<file path="config.mk">
export PLATFORM = sky130hd
export DESIGN_NAME = mc6809_eqgen
export DESIGN_NICKNAME = d
export VERILOG_FILES = /design/src/rtl/mc6809_clk_pkg.sv /design/src/rtl/mc6809_rst_stretch.sv /design/src/rtl/mc6809_eqgen.sv
export SDC_FILE = /design/constraint.sdc
export NUM_CORES = 1
export LEC_CHECK = 0
export CAP_MARGIN = 20
export CELL_PAD_IN_SITES_DETAIL_PLACEMENT = 1
export CELL_PAD_IN_SITES_GLOBAL_PLACEMENT = 1
export CORE_AREA = 2 2 39 41
export CTS_BUF_LIST = sky130_fd_sc_hd__clkbuf_16
export CTS_CLUSTER_DIAMETER = 30
export DETAILED_ROUTE_END_ITERATION = 6
export DIE_AREA = 0 0 41 43
export PLACE_DENSITY = 0.75
export SYNTH_ARGS = -nofsm -noshare
export SYNTH_HDL_FRONTEND = slang
export SYNTH_SLANG_ARGS = --single-unit
</file>
<file path="constraint.sdc">
create_clock -name CLK -period 3.5 [get_ports CLK]
set_input_delay 0.7 -clock CLK [delete_from_list [all_inputs] [get_ports CLK]]
set_output_delay 0.7 -clock CLK [all_outputs]
set_load 0.05 [all_outputs]
</file>
<file path="src/rtl/mc6809_clk_pkg.sv">
// Shared definitions for the 6809E E/Q clock generator: phase encoding,
// per-phase (E,Q) decode and the default timing parameters used by the
// generator and the board top.
package mc6809_clk_pkg;

  // Quarter phases of one E cycle, in order of occurrence.
  typedef enum logic [1:0] {
    PH_P0 = 2'd0,
    PH_P1 = 2'd1,
    PH_P2 = 2'd2,
    PH_P3 = 2'd3
  } phase_e;

  // {E,Q} levels for each phase. Q leads E by one quarter.
  localparam logic [1:0] EQ_P0 = 2'b00;
  localparam logic [1:0] EQ_P1 = 2'b01;
  localparam logic [1:0] EQ_P2 = 2'b11;
  localparam logic [1:0] EQ_P3 = 2'b10;

  // Default timing: CLKs per quarter, E cycles of reset stretch,
  // maximum MRDY stretch quarters per E cycle.
  localparam int DEFAULT_DIV         = 1;
  localparam int DEFAULT_RST_CYCLES  = 8;
  localparam int DEFAULT_MAX_STRETCH = 40;

  // Map a phase to its {E,Q} pair.
  function automatic logic [1:0] eq_decode(input phase_e ph);
    logic [1:0] eq;
    eq = EQ_P0;
    case (ph)
      PH_P0:   eq = EQ_P0;
      PH_P1:   eq = EQ_P1;
      PH_P2:   eq = EQ_P2;
      PH_P3:   eq = EQ_P3;
      default: eq = EQ_P0;
    endcase
    return eq;
  endfunction

endpackage

</file>
<file path="src/rtl/mc6809_rst_stretch.sv">
// Reset stretcher: holds nRESET_OUT low until CYCLE_END (the P3->P0
// strobe) has been seen RST_CYCLES times after nRESET release. Once high,
// nRESET_OUT stays high until the next nRESET assertion.
module mc6809_rst_stretch
  import mc6809_clk_pkg::*;
#(
  parameter int RST_CYCLES = DEFAULT_RST_CYCLES
) (
  input  logic CLK,
  input  logic nRESET,
  input  logic CYCLE_END,
  output logic nRESET_OUT
);

  localparam int CW = $clog2(RST_CYCLES + 1);

  logic [CW-1:0] r_cnt;
  logic          r_done;

  // Count completed E cycles; latch done on the cycle that completes RST_CYCLES.
  always_ff @(posedge CLK or negedge nRESET) begin
    if (!nRESET) begin
      r_cnt  <= '0;
      r_done <= 1'b0;
    end else if (CYCLE_END && !r_done) begin
      if (r_cnt == CW'(RST_CYCLES - 1)) begin
        r_done <= 1'b1;
      end else begin
        r_cnt <= r_cnt + 1'b1;
      end
    end
  end

  assign nRESET_OUT = r_done;

endmodule

</file>
<file path="src/rtl/mc6809_eqgen.sv">
// E/Q quadrature clock and stretched reset generator for the 6809E core.
// Optional feature macro: MC6809_EQGEN_MRDY_EN enables MRDY stretching of
// the P3 (E-high, Q-low) quarter; without it MRDY is ignored and
// STRETCHING is tied low.
module mc6809_eqgen
  import mc6809_clk_pkg::*;
#(
  parameter int DIV         = DEFAULT_DIV,
  parameter int RST_CYCLES  = DEFAULT_RST_CYCLES,
  parameter int MAX_STRETCH = DEFAULT_MAX_STRETCH
) (
  input  logic CLK,
  input  logic nRESET,
  input  logic MRDY,
  output logic E,
  output logic Q,
  output logic nRESET_OUT,
  output logic E_RISE,
  output logic E_FALL,
  output logic STRETCHING
);

  localparam int QW = (DIV > 1) ? $clog2(DIV) : 1;

  phase_e        r_phase;
  phase_e        w_phase_next;
  logic [QW-1:0] r_qcnt;
  logic          w_quarter_end;
  logic          w_stay;
  logic          w_cycle_end;
  logic          r_e;
  logic          r_q;
  logic          r_e_rise;
  logic          r_e_fall;

  assign w_quarter_end = (r_qcnt == QW'(DIV - 1));
  // End of the E cycle: leaving P3 without inserting another stretch quarter.
  assign w_cycle_end   = w_quarter_end && (r_phase == PH_P3) && !w_stay;

`ifdef MC6809_EQGEN_MRDY_EN
  localparam int SW = $clog2(MAX_STRETCH + 1);

  logic [SW-1:0] r_scnt;
  logic          r_stretching;
  logic          w_enter_p3;

  assign w_enter_p3 = w_quarter_end && (r_phase == PH_P2);
  assign w_stay     = w_quarter_end && (r_phase == PH_P3) && !MRDY &&
                      (r_scnt < SW'(MAX_STRETCH));

  // Stretch quarters used in the current P3; restarts on each entry to P3.
  always_ff @(posedge CLK or negedge nRESET) begin
    if (!nRESET) begin
      r_scnt <= '0;
    end else if (w_enter_p3) begin
      r_scnt <= '0;
    end else if (w_stay) begin
      r_scnt <= r_scnt + 1'b1;
    end
  end

  // STRETCHING marks a whole inserted quarter; updated at each quarter boundary.
  always_ff @(posedge CLK or negedge nRESET) begin
    if (!nRESET) begin
      r_stretching <= 1'b0;
    end else if (w_quarter_end) begin
      r_stretching <= w_stay;
    end
  end

  assign STRETCHING = r_stretching;
`else
  // MRDY and MAX_STRETCH are kept for a uniform port/parameter list only.
  localparam int max_stretch_unused = MAX_STRETCH;
  logic w_mrdy_unused;

  assign w_mrdy_unused = MRDY;
  assign w_stay        = 1'b0;
  assign STRETCHING    = 1'b0;
`endif

  // Phase register and quarter counter.
  always_ff @(posedge CLK or negedge nRESET) begin
    if (!nRESET) begin
      r_phase <= PH_P0;
      r_qcnt  <= '0;
    end else begin
      r_phase <= w_phase_next;
      r_qcnt  <= w_quarter_end ? '0 : (r_qcnt + 1'b1);
    end
  end

  // Next phase: advance at quarter end, P3 may repeat while stretching.
  always_comb begin
    w_phase_next = r_phase;
    if (w_quarter_end) begin
      case (r_phase)
        PH_P0:   w_phase_next = PH_P1;
        PH_P1:   w_phase_next = PH_P2;
        PH_P2:   w_phase_next = PH_P3;
        PH_P3:   w_phase_next = w_stay ? PH_P3 : PH_P0;
        default: w_phase_next = PH_P0;
      endcase
    end
  end

  // Registered E/Q decoded from the next phase, plus edge strobes, so all
  // outputs change on the same CLK edge as the phase register.
  always_ff @(posedge CLK or negedge nRESET) begin
    if (!nRESET) begin
      r_e      <= 1'b0;
      r_q      <= 1'b0;
      r_e_rise <= 1'b0;
      r_e_fall <= 1'b0;
    end else begin
      {r_e, r_q} <= eq_decode(w_phase_next);
      r_e_rise   <= w_quarter_end && (r_phase == PH_P1);
      r_e_fall   <= w_cycle_end;
    end
  end

  assign E      = r_e;
  assign Q      = r_q;
  assign E_RISE = r_e_rise;
  assign E_FALL = r_e_fall;

  mc6809_rst_stretch #(
    .RST_CYCLES(RST_CYCLES)
  ) u_rst_stretch (
    .CLK       (CLK),
    .nRESET    (nRESET),
    .CYCLE_END (w_cycle_end),
    .nRESET_OUT(nRESET_OUT)
  );

endmodule

</file>
* After elaboration in Yosys (flattened, before gate mapping) *
Index checks and enable logic that the tools add are counted.

operators by class
  add/subtract/negate cells = 2
  eq/ne operators = 7
  multiplexer cells = 4
  bitwise gates (word level) = 2
  reduce and logical (&&, ||, !) cells = 8

operators by type and width
  cell                                                  count
  one-hot mux 2 bit (4 select lines)                    2
  equality test 2 bit (second input constant)           4
  adder 4 x 1 -> 4 bit (second input constant)          1
  equality test 2 x 1 -> 1 bit (second input constant)  2
  equality test 4 x 3 -> 1 bit (second input constant)  1
  logical NOT 2 bit                                     2
  AND reduction 2 bit                                   2
  logical AND 1 bit                                     3
  2-to-1 mux 2 bit                                      1
  NOT 1 bit                                             2
  adder 1 bit (second input constant)                   1
  logical NOT 1 bit                                     1
  2-to-1 mux 1 bit                                      1

storage, ports and cells
  flip-flop bits (word level) = 12
  input port bits = 3
  output and inout bits = 6
  logic and storage cells = 31

* Logic depth before layout (Yosys ltp) *
  depth after elaboration = 5
  depth in mapped cells = 4

* Cells and area by module *
From an unflattened synthesis, not the netlist that was laid out.

second synthesis, totals
  cells, all modules = 34
  area, all modules = 452.9 µm²

modules (own cells, without submodules)
  module              times used  cells an instance  area an instance (µm²)  seq. area each (µm²)
  mc6809_rst_stretch  1           19                 246.5                   125.1
  mc6809_eqgen        1           15                 206.4                   125.1

* Least setup slack after synthesis *
Ideal clock, no wire load.

  path kind = flip-flop to flip-flop
  start point = reg E (netlist name)
  end point = reg u_rst_stretch.r_cnt[3]
  library setup time = 0.125 ns
  arrival time = 1.498 ns
  data required time = 3.375 ns
  setup slack = 1.877 ns
  cell stages (with the launch flop) = 5
  path buffers = 0
  path through = dfrtp_1 > ha_1 > nor2b_4 > nand4_2 > mux2_4

RTL lines
  item                  line                      source
  end signal, assigned  mc6809_rst_stretch.sv:29  r_cnt <= r_cnt + 1'b1;
  end, declared         mc6809_rst_stretch.sv:17  logic [CW-1:0] r_cnt;

* Worst setup path in the final report *
  start point = reg u_rst_stretch.r_done (netlist: u_rst_stretch.nRESET_OUT)
  end point = out nRESET_OUT

RTL lines
  item                    line                      source
  start, declared         mc6809_rst_stretch.sv:18  logic r_done;
  start signal, assigned  mc6809_rst_stretch.sv:24  r_done <= 1'b0;
  start signal, assigned  mc6809_rst_stretch.sv:27  r_done <= 1'b1;
  end, declared           mc6809_eqgen.sv:17        output logic nRESET_OUT,

No word-level cell between the ends.

==> summary.md <==
| Metric | Value |
|---|---|
| Status | complete, no violations |
| Final setup skew | 1.12 ps |
| Mapped Cells | 34 |
| Cell variety after synth | 17 |
| Via density | 4.63 |
| Post-CTS Hold Buffers | 0 |
| DRC | 0 |
| CTS H-Tree Depth | 1 |
| Kind of critical path | flop to output port |
| First-pass GRT wire length | 1.41 mm |
| Post-CTS Setup Bufs | 0 |
| Commonest non-fill, non-tap cell in the layout | dfrtp_1 |
| DRT iter0 DRCs | 0 |
| FF-to-FF Start | E |
| Bufs on Longest Clock Path | 2 |
| Avg Inst Size Synth | 13.4 um2 |
| Post-CTS sizing | 0 |
| Root Buffer | clkbuf_16 |
| Post-layout minimum cycle time | 2170 ps |
| Final nets | 52 |
| Least-Margin Pin Slew | 499 ps |
| Synth Register Bits | 10 |
| Vias post-DR | around 270 |
| # setup viols final | 0 |
| Min-Delay Endpoint | u_rst_stretch.r_cnt[0] |
| Fillers | around 140 |
| Final period util | 61.9% |
| Hold WC Path Type | flop to flop |
| Wirelength per Cell | 13.7 um |
| Setup_tns | 0 ps |
| Antenna cells | 0 |
| Critical path data required time | 2800 ps |
| CTS tree | built |
| Gr ovfl total | 0 |
| Share of cells above drive strength 1 | a little under a fifth |
| DIE AREA | between 1500 and 2000 um2 |
| Initial antenna violation count | 0 |
| Syn Std Cell Area | 455 um2 |
| Post-route setup slack | ~1300 ps |
| Slew Limit Fails | 0 |
| Worst path cell trace | clkdlybuf4s50_1 |
| Max incr delay on CP | 830 ps |
| CP max stage cell | clkdlybuf4s50_1 |
| Crit end category | output port |
| Routed WL | 808 um |
| Delay-heaviest family, CP | buffers and inverters |
| Place WS | 1570 ps |
| IO Pins | 9 |
| Hold Crit Start | u_rst_stretch.r_cnt[0] |
| Skew-Pair Late Insertion Delay | 240 ps |
| Leak Pwr | 0.280 nW |
| FP Rows | 14 |
| Starting Density | 32.9% |
| Die height | between 40 and 50 um |
| Commonest non-fill, non-tap cells in the layout | dfrtp_1 (10), clkdlybuf4s50_1 (6), ha_1 (5) |
| Pwr/cell area | 534 nW/um2 |
| R2r endpoint | u_rst_stretch.r_cnt[3] |
| Chip width | 41 um |
| Worst EP arrival | between 1000 and 1500 ps |
| Post-synthesis sequential area ratio | 54.9% |
| Peak supply drop | 0.000270 V |
| Mapped Nets | 42 |
| Routed Antenna Nets | 0 |
| Hold Vio Cnt, Final | 0 |
| Startpoint types | flop |
| GP Congestion | 0.642 |
| Vias in the first global route | 311 |
| Sinks on Clock Net | 10 |
| Drt pass-1 iters | 1 |
| Post-synth top area share | between 50% and 60% |
| Worst hold path stage count | 1 |
| Largest net degree at the start of global routing | 11 |
| RSZ-0062 raised after global routing | no |
| Rel. slew slack | 66.6% |
| CP bufs+invs | 1 |
| Synth area leader | dfrtp_1 |
| Area Overhead vs Synth | 33.2% |
| Reg clk slew, reported paths | roughly 40 ps |
| Number of port buffers | 6 |
| Area contributors post-synth | dfrtp_1 (55%), ha_1 (14%), mux2_4 (6.6%) |
| Worst r2r path cells | 4 |
| Maxcap violations | 0 |
| Highest clock rate | 0.461 GHz |
| Synth warnings | 0 |
| CTS buffer count | 3 |
| Crit path max fanout | 3 |
| GRT Util Overall | 13.5% |
| R2R Setup Slk | 2110 ps |
| CORE AREA | between 1000 and 1500 um2 |
[cell families (layout without fill, tap and decap cells)]
family / after synthesis / after routing / synth area share (%)
other cells: 1 / 1 / 0.823
compound gates: 4 / 4 / 5.77
buf+inv: 3 / 12 / 3.30
fa+ha+maj: 5 / 5 / 13.7
xor+xnor: 2 / 2 / 3.85
simple gates: 7 / 7 / 11.0
mux: 2 / 2 / 6.59
flops: 10 / 10 / 54.9
[how the worst max path moves through the flow]
stage | slack, ps | to | cells after the start | from
finish | 1330 | nRESET_OUT | 1 | u_rst_stretch.nRESET_OUT
global route | 1300 | E | 1 | E
CTS | 1320 | nRESET_OUT | 1 | u_rst_stretch.nRESET_OUT
detailed placement | 1570 | nRESET_OUT | 1 | u_rst_stretch.nRESET_OUT
global placement | 1590 | nRESET_OUT | 1 | u_rst_stretch.nRESET_OUT
floorplan | 1880 | u_rst_stretch.r_cnt[3] | 4 | E
[sequential cells by signal, indices dropped and copies added (netlist names)]
signal                    cells
E                             1
E_FALL                        1
E_RISE                        1
Q                             1
r_phase                       1
u_rst_stretch.nRESET_OUT      1
u_rst_stretch.r_cnt           4
[metal layers]
layer | GRT usage, % | wire [um] | vias up
met5 | 0 | 0 | -
met4 | 8.00 | 23 | 0
met3 | 7.85 | 36 | 3
met2 | 20.9 | 465 | 6
met1 | 13.0 | 283 | 139
li1 | - | - | 125
[where the power goes]
part / switching [mW] / leakage [nW] / internal [mW]
clock network: 0.0530 / 0.0385 / 0.150
logic: 0.00452 / 0.131 / 0.000983
registers: 0 / 0.110 / 0.116
total: 0.0575 / 0.280 / 0.267
[area by class of cell]
| cell class | instances | area, um2 | area share (%) |
|---|---|---|---|
| clock buffer | 3 | 75.1 | 12.4 |
| clock inverter | 1 | 3.75 | 0.619 |
| inverter | 2 | 7.51 | 1.24 |
| multi-input combinational | 21 | 190 | 31.3 |
| sequential | 10 | 250 | 41.2 |
| tap | 16 | 20.0 | 3.30 |
| timing repair buffer | 6 | 60.1 | 9.90 |
[stage by stage]
stage / util [%] / hold WS, ps / instance area, um2 / total power, mW / std cells
after floorplan: - / 404 / 455 / 0.121 / 34
after global placement: 38.2 / 510 / 528 / 0.123 / 55
after detailed placement: 38.2 / 522 / 528 / 0.123 / 55
after CTS: 43.9 / 524 / 607 / 0.330 / 59
after global routing: 43.9 / 553 / 607 / 0.340 / 59
final: 43.9 / 518 / 607 / 0.324 / 59
[synth_stat cells (all sizes together)]
cell type,number
xor2,1
ha,5
or2,1
buf,1
a21o,1
mux2,2
nand4,1
o21ai,1
a21oi,2
xnor2,1
nor2b,1
inv,2
conb,1
and3,1
dfrtp,10
nor2,2
nand2,1
No activity file was read; power rests on OpenSTA's default activity.
